`config.mk`:
```
export PLATFORM = sky130hd
export DESIGN_NAME = mmio_uart_tx
export DESIGN_NICKNAME = d
export VERILOG_FILES = /design/src/rtl/mmio_uart_tx.sv
export SDC_FILE = /design/constraint.sdc
export NUM_CORES = 1
export LEC_CHECK = 0
export BUFFER_PORTS_ARGS = -buffer_cell sky130_fd_sc_hd__clkbuf_2
export CORE_MARGIN = 5
export CORE_UTILIZATION = 60
export DETAILED_ROUTE_END_ITERATION = 6
export GPL_TIMING_DRIVEN = 0
export PLACE_DENSITY = 0.83
export SLEW_MARGIN = 40
export SYNTH_ARGS = -nofsm -noshare
export SYNTH_HDL_FRONTEND = slang
export SYNTH_SLANG_ARGS = --single-unit
export TNS_END_PERCENT = 100
```
`constraint.sdc`:
```
create_clock -name clk -period 4.3 [get_ports clk]
set_input_delay 0.215 -clock clk [delete_from_list [all_inputs] [get_ports clk]]
set_output_delay 0.215 -clock clk [all_outputs]
set_load 0.01 [all_outputs]
```
`src/rtl/mmio_uart_tx.sv`:
```
// Memory-mapped 8N1 UART transmitter: CPU stores fill a small TX FIFO, a serialiser drains it,
// and loads return FIFO/serialiser status so firmware can poll before writing.
module mmio_uart_tx #(
    parameter int unsigned          DATA_W       = 16,
    parameter int unsigned          ADDR_W       = 8,
    parameter logic [ADDR_W-1:0]    BASE_ADDR    = 8'hF0,
    parameter int unsigned          CLKS_PER_BIT = 16,
    parameter int unsigned          FIFO_DEPTH   = 4
) (
    input  logic              clk,
    input  logic              rst,
    input  logic              bus_we,
    input  logic              bus_re,
    input  logic [ADDR_W-1:0] bus_addr,
    input  logic [DATA_W-1:0] bus_wdata,
    output logic [DATA_W-1:0] bus_rdata,
    output logic              tx,
    output logic              tx_busy
);

    localparam int unsigned       PTR_W       = $clog2(FIFO_DEPTH);
    localparam int unsigned       BAUD_W      = $clog2(CLKS_PER_BIT);
    localparam logic [ADDR_W-1:0] STATUS_ADDR = BASE_ADDR + 1'b1;
    localparam logic [BAUD_W-1:0] BAUD_LAST   = BAUD_W'(CLKS_PER_BIT - 1);
    localparam logic [PTR_W:0]    DEPTH       = (PTR_W + 1)'(FIFO_DEPTH);

    typedef enum logic [1:0] {IDLE, START, DATA, STOP} state_t;

    logic [7:0]        fifo_mem [FIFO_DEPTH];
    logic [PTR_W-1:0]  wr_ptr, rd_ptr;
    logic [PTR_W:0]    count;
    logic              overflow;

    state_t            state;
    logic [BAUD_W-1:0] baud_cnt;
    logic [2:0]        bit_idx;
    logic [7:0]        shift;

    logic sel_data, sel_status, full, empty, baud_done;
    logic push_req, push, pop, ovf_set, ovf_clr;
    logic [DATA_W-1:0] status_word;
    logic unused_wdata;

    assign sel_data   = (bus_addr == BASE_ADDR);
    assign sel_status = (bus_addr == STATUS_ADDR);
    assign full       = (count == DEPTH);
    assign empty      = (count == '0);
    assign baud_done  = (baud_cnt == BAUD_LAST);

    // The serialiser only pops from registered state, so a byte pushed into an empty FIFO
    // is taken one cycle later; a pop on the final stop cycle chains frames with no gap.
    assign pop      = !empty && (state == IDLE || (state == STOP && baud_done));
    assign push_req = bus_we && sel_data;
    assign push     = push_req && (!full || pop);
    assign ovf_set  = push_req && full && !pop;
    assign ovf_clr  = bus_we && sel_status && bus_wdata[3];

    assign unused_wdata = ^bus_wdata[DATA_W-1:8];

    always_comb begin
        // NOTE: assign a default before the field writes so no path leaves bits unassigned (no latch).
        status_word      = '0;
        status_word[0]   = full;
        status_word[1]   = empty;
        status_word[2]   = (state != IDLE);
        status_word[3]   = overflow;
        status_word[6:4] = 3'(count);
    end

    // NOTE: FIFO storage carries no reset; validity is defined entirely by the reset pointers and count.
    always_ff @(posedge clk) begin
        if (!rst && push) fifo_mem[wr_ptr] <= bus_wdata[7:0];
    end

    // NOTE: non-blocking assignments so every register samples pre-edge values, independent of block order.
    always_ff @(posedge clk) begin
        if (rst) begin
            wr_ptr   <= '0;
            rd_ptr   <= '0;
            count    <= '0;
            overflow <= 1'b0;
        end else begin
            if (push) wr_ptr <= wr_ptr + 1'b1;
            if (pop)  rd_ptr <= rd_ptr + 1'b1;
            case ({push, pop})
                2'b10:   count <= count + 1'b1;
                2'b01:   count <= count - 1'b1;
                default: count <= count;
            endcase
            if (ovf_set)      overflow <= 1'b1;
            else if (ovf_clr) overflow <= 1'b0;
        end
    end

    always_ff @(posedge clk) begin
        if (rst) begin
            state    <= IDLE;
            baud_cnt <= '0;
            bit_idx  <= '0;
            shift    <= '0;
            tx       <= 1'b1;
            tx_busy  <= 1'b0;
        end else begin
            // Line level follows the state one cycle later, keeping tx glitch-free.
            case (state)
                START:   tx <= 1'b0;
                DATA:    tx <= shift[0];
                default: tx <= 1'b1;
            endcase
            tx_busy <= !empty || (state != IDLE);

            case (state)
                IDLE: begin
                    if (pop) begin
                        shift    <= fifo_mem[rd_ptr];
                        baud_cnt <= '0;
                        state    <= START;
                    end
                end
                START: begin
                    if (baud_done) begin
                        baud_cnt <= '0;
                        bit_idx  <= '0;
                        state    <= DATA;
                    end else begin
                        baud_cnt <= baud_cnt + 1'b1;
                    end
                end
                DATA: begin
                    if (baud_done) begin
                        baud_cnt <= '0;
                        shift    <= {1'b0, shift[7:1]};
                        bit_idx  <= bit_idx + 1'b1;
                        if (bit_idx == 3'd7) state <= STOP;
                    end else begin
                        baud_cnt <= baud_cnt + 1'b1;
                    end
                end
                STOP: begin
                    if (baud_done) begin
                        baud_cnt <= '0;
                        if (pop) begin
                            shift <= fifo_mem[rd_ptr];
                            state <= START;
                        end else begin
                            state <= IDLE;
                        end
                    end else begin
                        baud_cnt <= baud_cnt + 1'b1;
                    end
                end
                default: state <= IDLE;
            endcase
        end
    end

    always_ff @(posedge clk) begin
        if (rst)         bus_rdata <= '0;
        else if (bus_re) bus_rdata <= sel_status ? status_word : '0;
    end

endmodule
```
# --- Word level (Yosys, flattened, before mapping) ---
# Memory sizes are Yosys's and may differ from the RTL's. A register that Yosys moved wholly into a read port is not among the register bits.
# Index checks and enable logic that the tools add are counted.
totals:
  reg_bits: 43
  ram_bits: 32
  in_bits: 28
  output_inout_bits: 18
  elab_cells: 86
  mem_count: 1
op_classes:
  add_sub_neg: 6
  n_eq_ne: 15
  muxes: 26
  n_reduce_logical: 27
mem_list:
  columns: ["name", "depth", "word_bits", "read_ports", "rd_ports_with_merged_regs", "wr", "line_no", "rtl"]
  rows:
  - ["fifo_mem", 4, 8, 1, 1, 1, "29", "logic [7:0] fifo_mem [FIFO_DEPTH];"]
op_table:
  columns: ["op", "n"]
  rows:
  - ["8-bit two-way mux", 3]
  - ["8-bit one-hot mux with 3 select lines", 1]
  - ["8-bit equality test (second input constant)", 2]
  - ["2-bit two-way mux", 7]
  - ["3-bit one-hot mux with 2 select lines", 2]
  - ["2-bit inequality test (second input constant)", 5]
  - ["1-bit logical AND", 9]
  - ["4-bit two-way mux", 2]
  - ["2-bit one-hot mux with 4 select lines", 1]
  - ["4-bit one-hot mux with 2 select lines", 1]
  - ["2-bit nonzero test", 4]
  - ["7-bit two-way mux", 1]
  - ["3-bit by 1-bit adder with 3-bit output (second input constant)", 2]
  - ["2-bit equality test (second input constant)", 3]
  - ["3-bit equality test (second input constant)", 2]
  - ["3-bit two-way mux", 2]
  - ["3-bit AND reduction", 2]
  - ["1-bit two-way mux", 5]
  - ["5-bit AND reduction", 1]
  - ["2-bit by 1-bit adder with 2-bit output (second input constant)", 2]
  - ["4-bit by 1-bit adder with 4-bit output (second input constant)", 1]
  - ["2-bit by 1-bit equality test with 1-bit output (second input constant)", 2]
  - ["4-bit equality test (second input constant)", 1]
  - ["1-bit zero test", 4]
  - ["7 further kinds", 9]

# --- Logic depth before layout (Yosys ltp) ---
# Gate-level depths: netlist (run 1).
logic_depth:
  ltp_word: 9
  mapped_depth: 11
  ltp_nobuf: 11

# --- Least setup slack after synthesis (run 1) ---
# No wires, ideal clock.
synth_timing:
  path_kind: "reg-to-reg"
  startpoint: "register state[0]"
  endpoint: "register count[2]"
  setup_time_ns: 0.071
  arrival_time_ns: 2.611
  required_time_ns: 4.229
  setup_slack_ns: 1.619
  path_stages_with_launch: 11
  n_path_buf: 0
  period_less_slack_ns: 2.681
  path_cell_list: "dfxtp_1 > ha_1 > a41oi_1 > and3_2 > nor3_2 > inv_1 > ha_1 > fa_1 > xnor2_1 > or3_2 > a21oi_1"
synth_via:
  elab_chain_cells: 8
  elab_cells_between_ends: 11
  classes_between: "3 x eq/ne; 1 x mux; 7 x reduce/logical"
synth_rtl:
  columns: ["element", "line_no", "rtl"]
  rows:
  - ["start, declared", "34", "state_t state;"]
  - ["start signal, assigned", "97", "state <= IDLE;"]
  - ["start signal, assigned", "117", "state <= START;"]
  - ["start signal, assigned", "124", "state <= DATA;"]
  - ["2-bit equality test", "52", "assign pop = !empty && (state == IDLE || (state == STOP && baud_done));"]
  - ["1-bit logical AND", "52", null]
  - ["1-bit logical OR *", "52", null]
  - ["1-bit logical AND *", "52", null]
  - ["1-bit logical OR", "54", "assign push = push_req && (!full || pop);"]
  - ["1-bit logical AND", "54", null]
  - ["2-bit by 1-bit equality test with 1-bit output / 2-bit equality test (equally long branches)", "85", "case ({push, pop})"]
  - ["3-bit one-hot mux with 2 select lines / 2-bit nonzero test (equally long branches)", null, null]
  - ["end signal, assigned", "86", "2'b10: count <= count + 1'b1;"]
  - ["end signal, assigned", "87", "2'b01: count <= count - 1'b1;"]
  - ["end signal, assigned", "88", "default: count <= count;"]
  - ["end, declared", "31", "logic [PTR_W:0] count;"]
# Every way passes the cells marked *; elsewhere a longest branch is shown, timed or not.
# A chain may end at the register's enable or synchronous reset.

# --- Worst setup path after layout (run 1) ---
# Ends and elaborated chain as after synthesis.

==> results.py, run 1 <==
metrics = {
    "worst_setup_path": {
        "reg2reg_depth": 10,
        "setup.worst_path.class": "flip-flop to flip-flop",
        "cp_common_cell": "ha_1",
        "path_cells": "ha_1, a41oi_1, and3_2, nor3_2, inv_1, ha_1, fa_1, xnor2_1, or3_2, a21oi_1",
        "startpoint_type": "flip-flop",
        "crit_fanout": 7,
        "crit_arrival_ps": 3370,
        "path_buf_inv": 1,
        "max_stage_delay_ps": 410,
        "critPathSlowestCell": "dfxtp_1",
        "rrSetupSlack_ps": 1210,
        "critical_path.endpoint_type": "flip-flop",
        "cp_num_cells": 10,
        "crit_required_ps": 4580,
        "r2r_start": "state[0]",
        "cp_top_family": "simple AND/OR/NAND/NOR gates",
        "r2r-end": "count[2]",
    },
    "placed_design": {
        "dp_slack_ps": 1300,
        "numPortBuffers": 28,
        "finalWeightedCongestion": 0.800,
        "dpl.hpwl_um": 4120,
        "dp_cells": 365,
    },
    "grt": {
        "grt_max_degree": 14,
        "grt-busiest-layer": "met2",
        "grt_use_met1_pct": 25.2,
        "antenna_found_initial": 0,
        "grt_pass1_wl_um": 9630,
        "gr-usage-met2_pct": 32.2,
        "grt_pass1_vias": 1989,
        "grt.total_usage_pct": 19.6,
        "grt_util_met3_pct": 3.84,
        "overflow": 0,
    },
    "cells_and_area": {
        "nets": 349,
        "drive_gt1_share_pct": 25.1,
        "syn_to_final_growth_pct": 15.6,
        "instances_no_fill": 381,
        "filler_cell_count": 362,
        "n_antenna_cell": 0,
    },
    "detailed_routing": {
        "ant_nets": 0,
        "vias": 2086,
        "drc": 0,
        "drtIter0Drc": 136,
        "drt_pass1_iterations": 4,
        "vias_per_cell": 5.48,
        "routed_wl_um": 5870,
        "wl_per_cell_um": 15.4,
    },
    "yosys": {
        "ys_seq_area_share_pct": 54.6,
        "synth.area.top_cells": "edfxtp_1 (31%), dfxtp_1 (23%), mux4_2 (5.9%), ha_1 (5.7%), a311oi_2 (3.4%)",
        "synth_edf_count": 32,
        "synth_ff_type": "dfxtp_1",
        "synth_largest_area_cell": "edfxtp_1",
        "yosys.area_share.simple_pct": 14.9,
        "synth_area_mm2": 0.00308,
        "synthArstFlopShare_pct": 0,
        "syn_inst": 259,
        "synth_top_area_share_pct": 31.2,
        "syn_area_per_cell_um2": 11.9,
        "synth_cell_types": 44,
        "synth_top_family_by_area": "simple AND/OR/NAND/NOR gates",
        "ys_seq_elements": 68,
        "synth_fa_ha_area_share_pct": 6.34,
        "muxShareOfSynthArea_pct": 7.56,
        "synthXorXnorAreaFrac_pct": 1.14,
        "yosys_warnings": 0,
        "synth-compound-area-share_pct": 9.88,
    },
    "sta": {
        "tns_ps": 0,
        "drv_slew": 0,
        "grt_setup_unrepaired": "no",
        "fmax_ghz": 0.323,
        "layout_setup_ws_ps": 1210,
        "hold_viol_final": 0,
        "hold-worst-slack_ps": 78.4,
        "maxSlewHeadroom_pct": 57.6,
        "final.setup_skew_ps": 6.10,
        "setup_viol": 0,
        "finalCritPeriodShare_pct": 72.0,
        "layout_min_cycle_time_ps": 3090,
        "worst_pin_slew_ps": 636,
    },
    "floorplan": {
        "core-area_mm2": 0.00504,
        "boundaryPins": 46,
        "initial_core_util_pct": 61.0,
        "die_area_mm2": 0.00666,
        "die_w_um": 81.6,
        "rows": 26,
        "die_h_um": 81.6,
    },
    "status": {
        "outcome": "finished, final reports clean",
    },
    "worst_hold_path": {
        "hold_class": "input pin to flip-flop",
        "worstHoldPathCells": 1,
        "min_to": "fifo_mem[2][2]",
        "min-delay-start": "bus_wdata[2]",
    },
    "clock_network": {
        "htree_levels": 3,
        "cts_setup_buffers": 0,
        "cts_resized": 0,
        "root_buffer": "clkbuf_8",
        "clockBufferDepth": 2,
        "tritoncts": "built",
        "clk_pin_slew_worst_paths_ps": 80,
        "numCtsBuffers": 9,
        "clock_latency_ps": 350,
        "clock_sinks": 68,
        "cts_hold_buf": 0,
    },
    "power_and_ir_drop": {
        "ir_drop_v": 0.000337,
        "leakagePower_nw": 1.37,
        "powerDensity_mw_per_mm2": 475,
    },
    "job": {
        "max_cap_viol_count": 0,
    },
}
worst reg2reg max path, stage by stage (launching register included):
cell and delay [ps]:
dfxtp_1 410, ha_1 260, a41oi_1 220, and3_2 300, nor3_2 400, inv_1 90
ha_1 250, fa_1 390, xnor2_1 150, or3_2 410, a21oi_1 140
per-stage QoR:
stage / utilization, % / cell area [µm²] / total power [mW]
finish: 70.6 / 3560 / 1.69
global route: 70.6 / 3560 / 1.77
CTS: 70.6 / 3560 / 1.69
detailed placement: 66.2 / 3340 / 1.11
global placement: 66.2 / 3340 / 1.10
floorplan: - / 3110 / 1.03
cells in the mapped netlist (3+ instances only):
master	number
nor2b_1	5
a21oi_1	17
o21ai_0	7
mux2i_1	3
nor2_1	20
mux4_2	8
edfxtp_1	32
dfxtp_1	36
inv_1	9
ha_1	14
a311oi_2	7
xnor2_1	3
and3_1	6
nor3_1	8
clkbuf_1	9
nor3b_1	3
buf_4	9
nand3_1	4
nand2b_1	5
nand2_1	23
kinds of logic (layout without fill, tap and decap cells):
group | Yosys count | count (layout)
mux | 13 | 13
fa+ha+maj | 15 | 15
xor+xnor | 4 | 4
compound gates | 40 | 40
simple gates | 87 | 87
flops | 68 | 68
buf+inv | 31 | 75
other cells | 1 | 9
how the worst max path moves through the flow:
stage | from | end | slack, ps
finish | state[0] | count[2] | 1210
global placement | state[0] | count[2] | 1350
CTS | state[0] | count[2] | 1240
floorplan | state[0] | count[2] | 1620
global route | state[0] | count[2] | 1090
detailed placement | state[0] | count[2] | 1300
report_power, final:
| part | switching, mW | internal [mW] |
|---|---|---|
| registers | 0.0311 | 0.718 |
| clock network | 0.261 | 0.330 |
| logic | 0.193 | 0.157 |
metal layers:
layer	vias to the layer above	wire [µm]
li1	1014	-
met2	58	2940
met1	1002	2530
met4	0	110
met5	-	0
met3	12	289
cell usage in the layout (no fill, tap or decap), types with 3 or more instances in the layout:
| cell | synthesis | routed |
|---|---|---|
| dfxtp_1 | 36 | 36 |
| edfxtp_1 | 32 | 32 |
| clkbuf_2 | 0 | 28 |
| nand2_1 | 23 | 23 |
| nor2_1 | 20 | 20 |
| a21oi_1 | 17 | 17 |
| ha_1 | 14 | 14 |
| inv_1 | 9 | 9 |
| clkbuf_1 | 9 | 9 |
| buf_4 | 9 | 9 |
| conb_1 | 1 | 9 |
| clkbuf_8 | 0 | 9 |
| nor3_1 | 8 | 8 |
| mux4_2 | 8 | 8 |
| a311oi_2 | 7 | 7 |
| o21ai_0 | 7 | 7 |
| and3_1 | 6 | 6 |
| nand2b_1 | 5 | 5 |
| nor2b_1 | 5 | 5 |
| nand3_1 | 4 | 4 |
| mux2i_1 | 3 | 3 |
| xnor2_1 | 3 | 3 |
| nor3b_1 | 3 | 3 |
area by class of cell:
class | count | area [µm²] | area share, %
inverters | 9 | 33.8 | 0.949
flip-flops and latches | 68 | 1680 | 47.3
well taps | 70 | 87.6 | 2.46
multi-input cells | 168 | 1260 | 35.4
clock buffers | 9 | 124 | 3.48
clock inverters | 7 | 98.8 | 2.78
repair buffers | 28 | 140 | 3.94
plain buffers | 22 | 133 | 3.73
sequential cells by signal, indices dropped and copies added, names as in the netlist, named ones only:
register	flops
baud_cnt	4
bit_idx	3
bus_rdata	7
count	3
fifo_mem	32
overflow	1
rd_ptr	2
shift	8
state	2
tx	1
tx_busy	1
wr_ptr	2
No activity file was read; power rests on OpenSTA's default activity.
==> run 2: changes to the inputs <==
--- a/config.mk
+++ b/config.mk
@@ -7,10 +7,10 @@
 export LEC_CHECK = 0
 export BUFFER_PORTS_ARGS = -buffer_cell sky130_fd_sc_hd__clkbuf_2
 export CORE_MARGIN = 5
-export CORE_UTILIZATION = 60
+export CORE_UTILIZATION = 56
 export DETAILED_ROUTE_END_ITERATION = 6
 export GPL_TIMING_DRIVEN = 0
-export PLACE_DENSITY = 0.83
+export PLACE_DENSITY = 0.79
 export SLEW_MARGIN = 40
 export SYNTH_ARGS = -nofsm -noshare
 export SYNTH_HDL_FRONTEND = slang
==> constraint.sdc (replaced) <==
create_clock -name clk -period 3.1 [get_ports clk]
set_input_delay 0.155 -clock clk [delete_from_list [all_inputs] [get_ports clk]]
set_output_delay 0.155 -clock clk [all_outputs]
set_load 0.01 [all_outputs]
==> results.py, run 2 (synthesized netlist as in run 1, its figures left out) <==
metrics = {
    "floorplan": {
        "rows": 27,
        "initial_core_util_pct": 56.6,
        "core-area_mm2": 0.00544,
        "die_area_mm2": 0.00708,
        "die_w_um": 84.1,
        "boundaryPins": 46,
        "die_h_um": 84.1,
    },
    "worst_hold_path": {
        "worstHoldPathCells": 1,
        "min-delay-start": "bus_wdata[2]",
        "min_to": "fifo_mem[0][2]",
        "hold_class": "input pin to flip-flop",
    },
    "detailed_routing": {
        "vias_per_cell": 5.32,
        "drt_pass1_iterations": 4,
        "vias": 2043,
        "routed_wl_um": 5510,
        "ant_nets": 0,
        "drc": 0,
        "wl_per_cell_um": 14.4,
        "drtIter0Drc": 118,
    },
    "worst_setup_path": {
        "reg2reg_depth": 10,
        "critPathSlowestCell": "dfxtp_1",
        "cp_common_cell": "ha_1",
        "r2r_start": "state[0]",
        "path_cells": "ha_1, a41oi_1, and3_2, nor3_4, inv_1, ha_1, fa_1, xnor2_1, or3_2, a21oi_1",
        "crit_fanout": 5,
        "setup.worst_path.class": "flip-flop to flip-flop",
        "critical_path.endpoint_type": "flip-flop",
        "cp_top_family": "adder cells",
        "startpoint_type": "flip-flop",
        "path_buf_inv": 1,
        "max_stage_delay_ps": 430,
        "crit_required_ps": 3370,
        "rrSetupSlack_ps": 300,
        "crit_arrival_ps": 3080,
        "r2r-end": "count[2]",
    },
    "cells_and_area": {
        "syn_to_final_growth_pct": 16.3,
        "n_antenna_cell": 0,
        "final_common_cell": "dfxtp_1",
        "instances_no_fill": 384,
        "fin_area_mm2": 0.00358,
        "top_regs": "fifo_mem x32, shift x8, bus_rdata x7",
        "largest_register_ffs": 32,
        "top_register": "fifo_mem",
        "drive_gt1_share_pct": 25.6,
        "nets": 350,
        "final_cell_mix": "dfxtp_1 (36), edfxtp_1 (32), clkbuf_2 (28)",
    },
    "clock_network": {
        "numCtsBuffers": 9,
        "root_buffer": "clkbuf_8",
        "clk_pin_slew_worst_paths_ps": 80,
        "cts_hold_buf": 0,
        "htree_levels": 3,
        "clock_sinks": 68,
        "clock_latency_ps": 350,
        "tritoncts": "built",
        "clockBufferDepth": 2,
    },
    "power_and_ir_drop": {
        "ir_drop_v": 0.000414,
        "power_frac_seq_pct": 44.1,
        "powerDensity_mw_per_mm2": 659,
        "p_switching_mw": 0.677,
        "switching_share_pct": 28.7,
        "p_comb_share_pct": 20.5,
        "p_clk_share_pct": 35.4,
        "p_int_mw": 1.68,
        "leakagePower_nw": 1.38,
    },
    "grt": {
        "grt_pass1_vias": 2028,
        "grt.total_usage_pct": 17.1,
        "grt_max_degree": 15,
        "grt_pass1_wl_um": 9470,
        "overflow": 0,
        "antenna_found_initial": 0,
    },
    "sta": {
        "final.setup_skew_ps": 11.4,
        "fmax_ghz": 0.357,
        "finalCritPeriodShare_pct": 90.4,
        "drv_slew": 0,
        "worst_pin_slew_ps": 647,
        "hold_viol_final": 0,
        "tns_ps": 0,
        "setup_viol": 0,
        "grt_setup_unrepaired": "no",
        "hold-worst-slack_ps": 20.2,
        "layout_min_cycle_time_ps": 2800,
        "maxSlewHeadroom_pct": 56.9,
    },
    "placed_design": {
        "finalWeightedCongestion": 0.759,
        "dp_cells": 367,
        "post_dp_cell_area_mm2": 0.00334,
        "dpl.hpwl_um": 3950,
        "numPortBuffers": 28,
    },
    "status": {
        "outcome": "finished, final reports clean",
    },
    "job": {
        "max_cap_viol_count": 0,
    },
}
## run 2: cell count changes in the layout (fill, tap and decap cells not counted)
cell,change
clkinv_1,-1
clkinv_4,-1
inv_6,+2
nor3_4,+1
nor3_2,-1
buf_4,+1
## run 2: area by class of cell
type,count,area (µm²)
Inverter,9,33.8
Multi-Input combinational cell,168,1270
Clock inverter,7,104
Timing Repair Buffer,29,148
Fill cell,406,1860
Tap cell,72,90.1
Buffer,22,133
Clock buffer,9,124
Sequential cell,68,1680
## run 2: power by group through the flow
stage | combinational, mW | clock, mW | sequential (mW)
2_1_floorplan | 0.381 | 0 | 1.05
3_3_place_gp | 0.468 | 0 | 1.06
3_5_place_dp | 0.484 | 0 | 1.06
4_1_cts | 0.488 | 0.848 | 1.04
5_1_grt | 0.547 | 0.898 | 1.05
6_report | 0.484 | 0.834 | 1.04
## run 2: per-layer routing
layer  share of wire [%]  vias up  track usage [%]
met3                 4.3        8             5.99
met5                   0        -                0
met4                 1.5        0             6.58
met2                  51       36             28.8
met1                  43      990             20.2
li1                    -     1009                -
## run 2: worst max-delay path by stage
stage                  start  endpoint  cells after the start
floorplan           state[0]  count[2]                     10
global placement    state[0]  count[2]                     10
detailed placement  state[0]  count[2]                     10
CTS                 state[0]  count[2]                     10
global route        state[0]  count[2]                     10
finish              state[0]  count[2]                     10
## run 2: per-stage QoR
stage	power (mW)	util, %	worst slack, ps
final	2.36	65.8	299
after global routing	2.49	65.8	61.9
after CTS	2.38	65.7	88.7
after detailed placement	1.54	61.4	34.7
after global placement	1.52	61.4	97.8
after floorplan	1.43	-	419
## run 2: repair_timing
action | in CTS | in global routing
endpoints found under the setup margin | 1 | 1
gates resized for setup | 1 | 0
setup buffers | 0 | 1
pin swaps | 0 | 1
gates cloned | 0 | 0
## run 2: worst reg2reg max path, delay by kind of cell, from the launching register on
family	cells	cell delay (ps)
compound gates	2	350
xor+xnor	1	150
fa+ha+maj	3	890
buf+inv	1	60
flops	1	430
simple gates	3	830
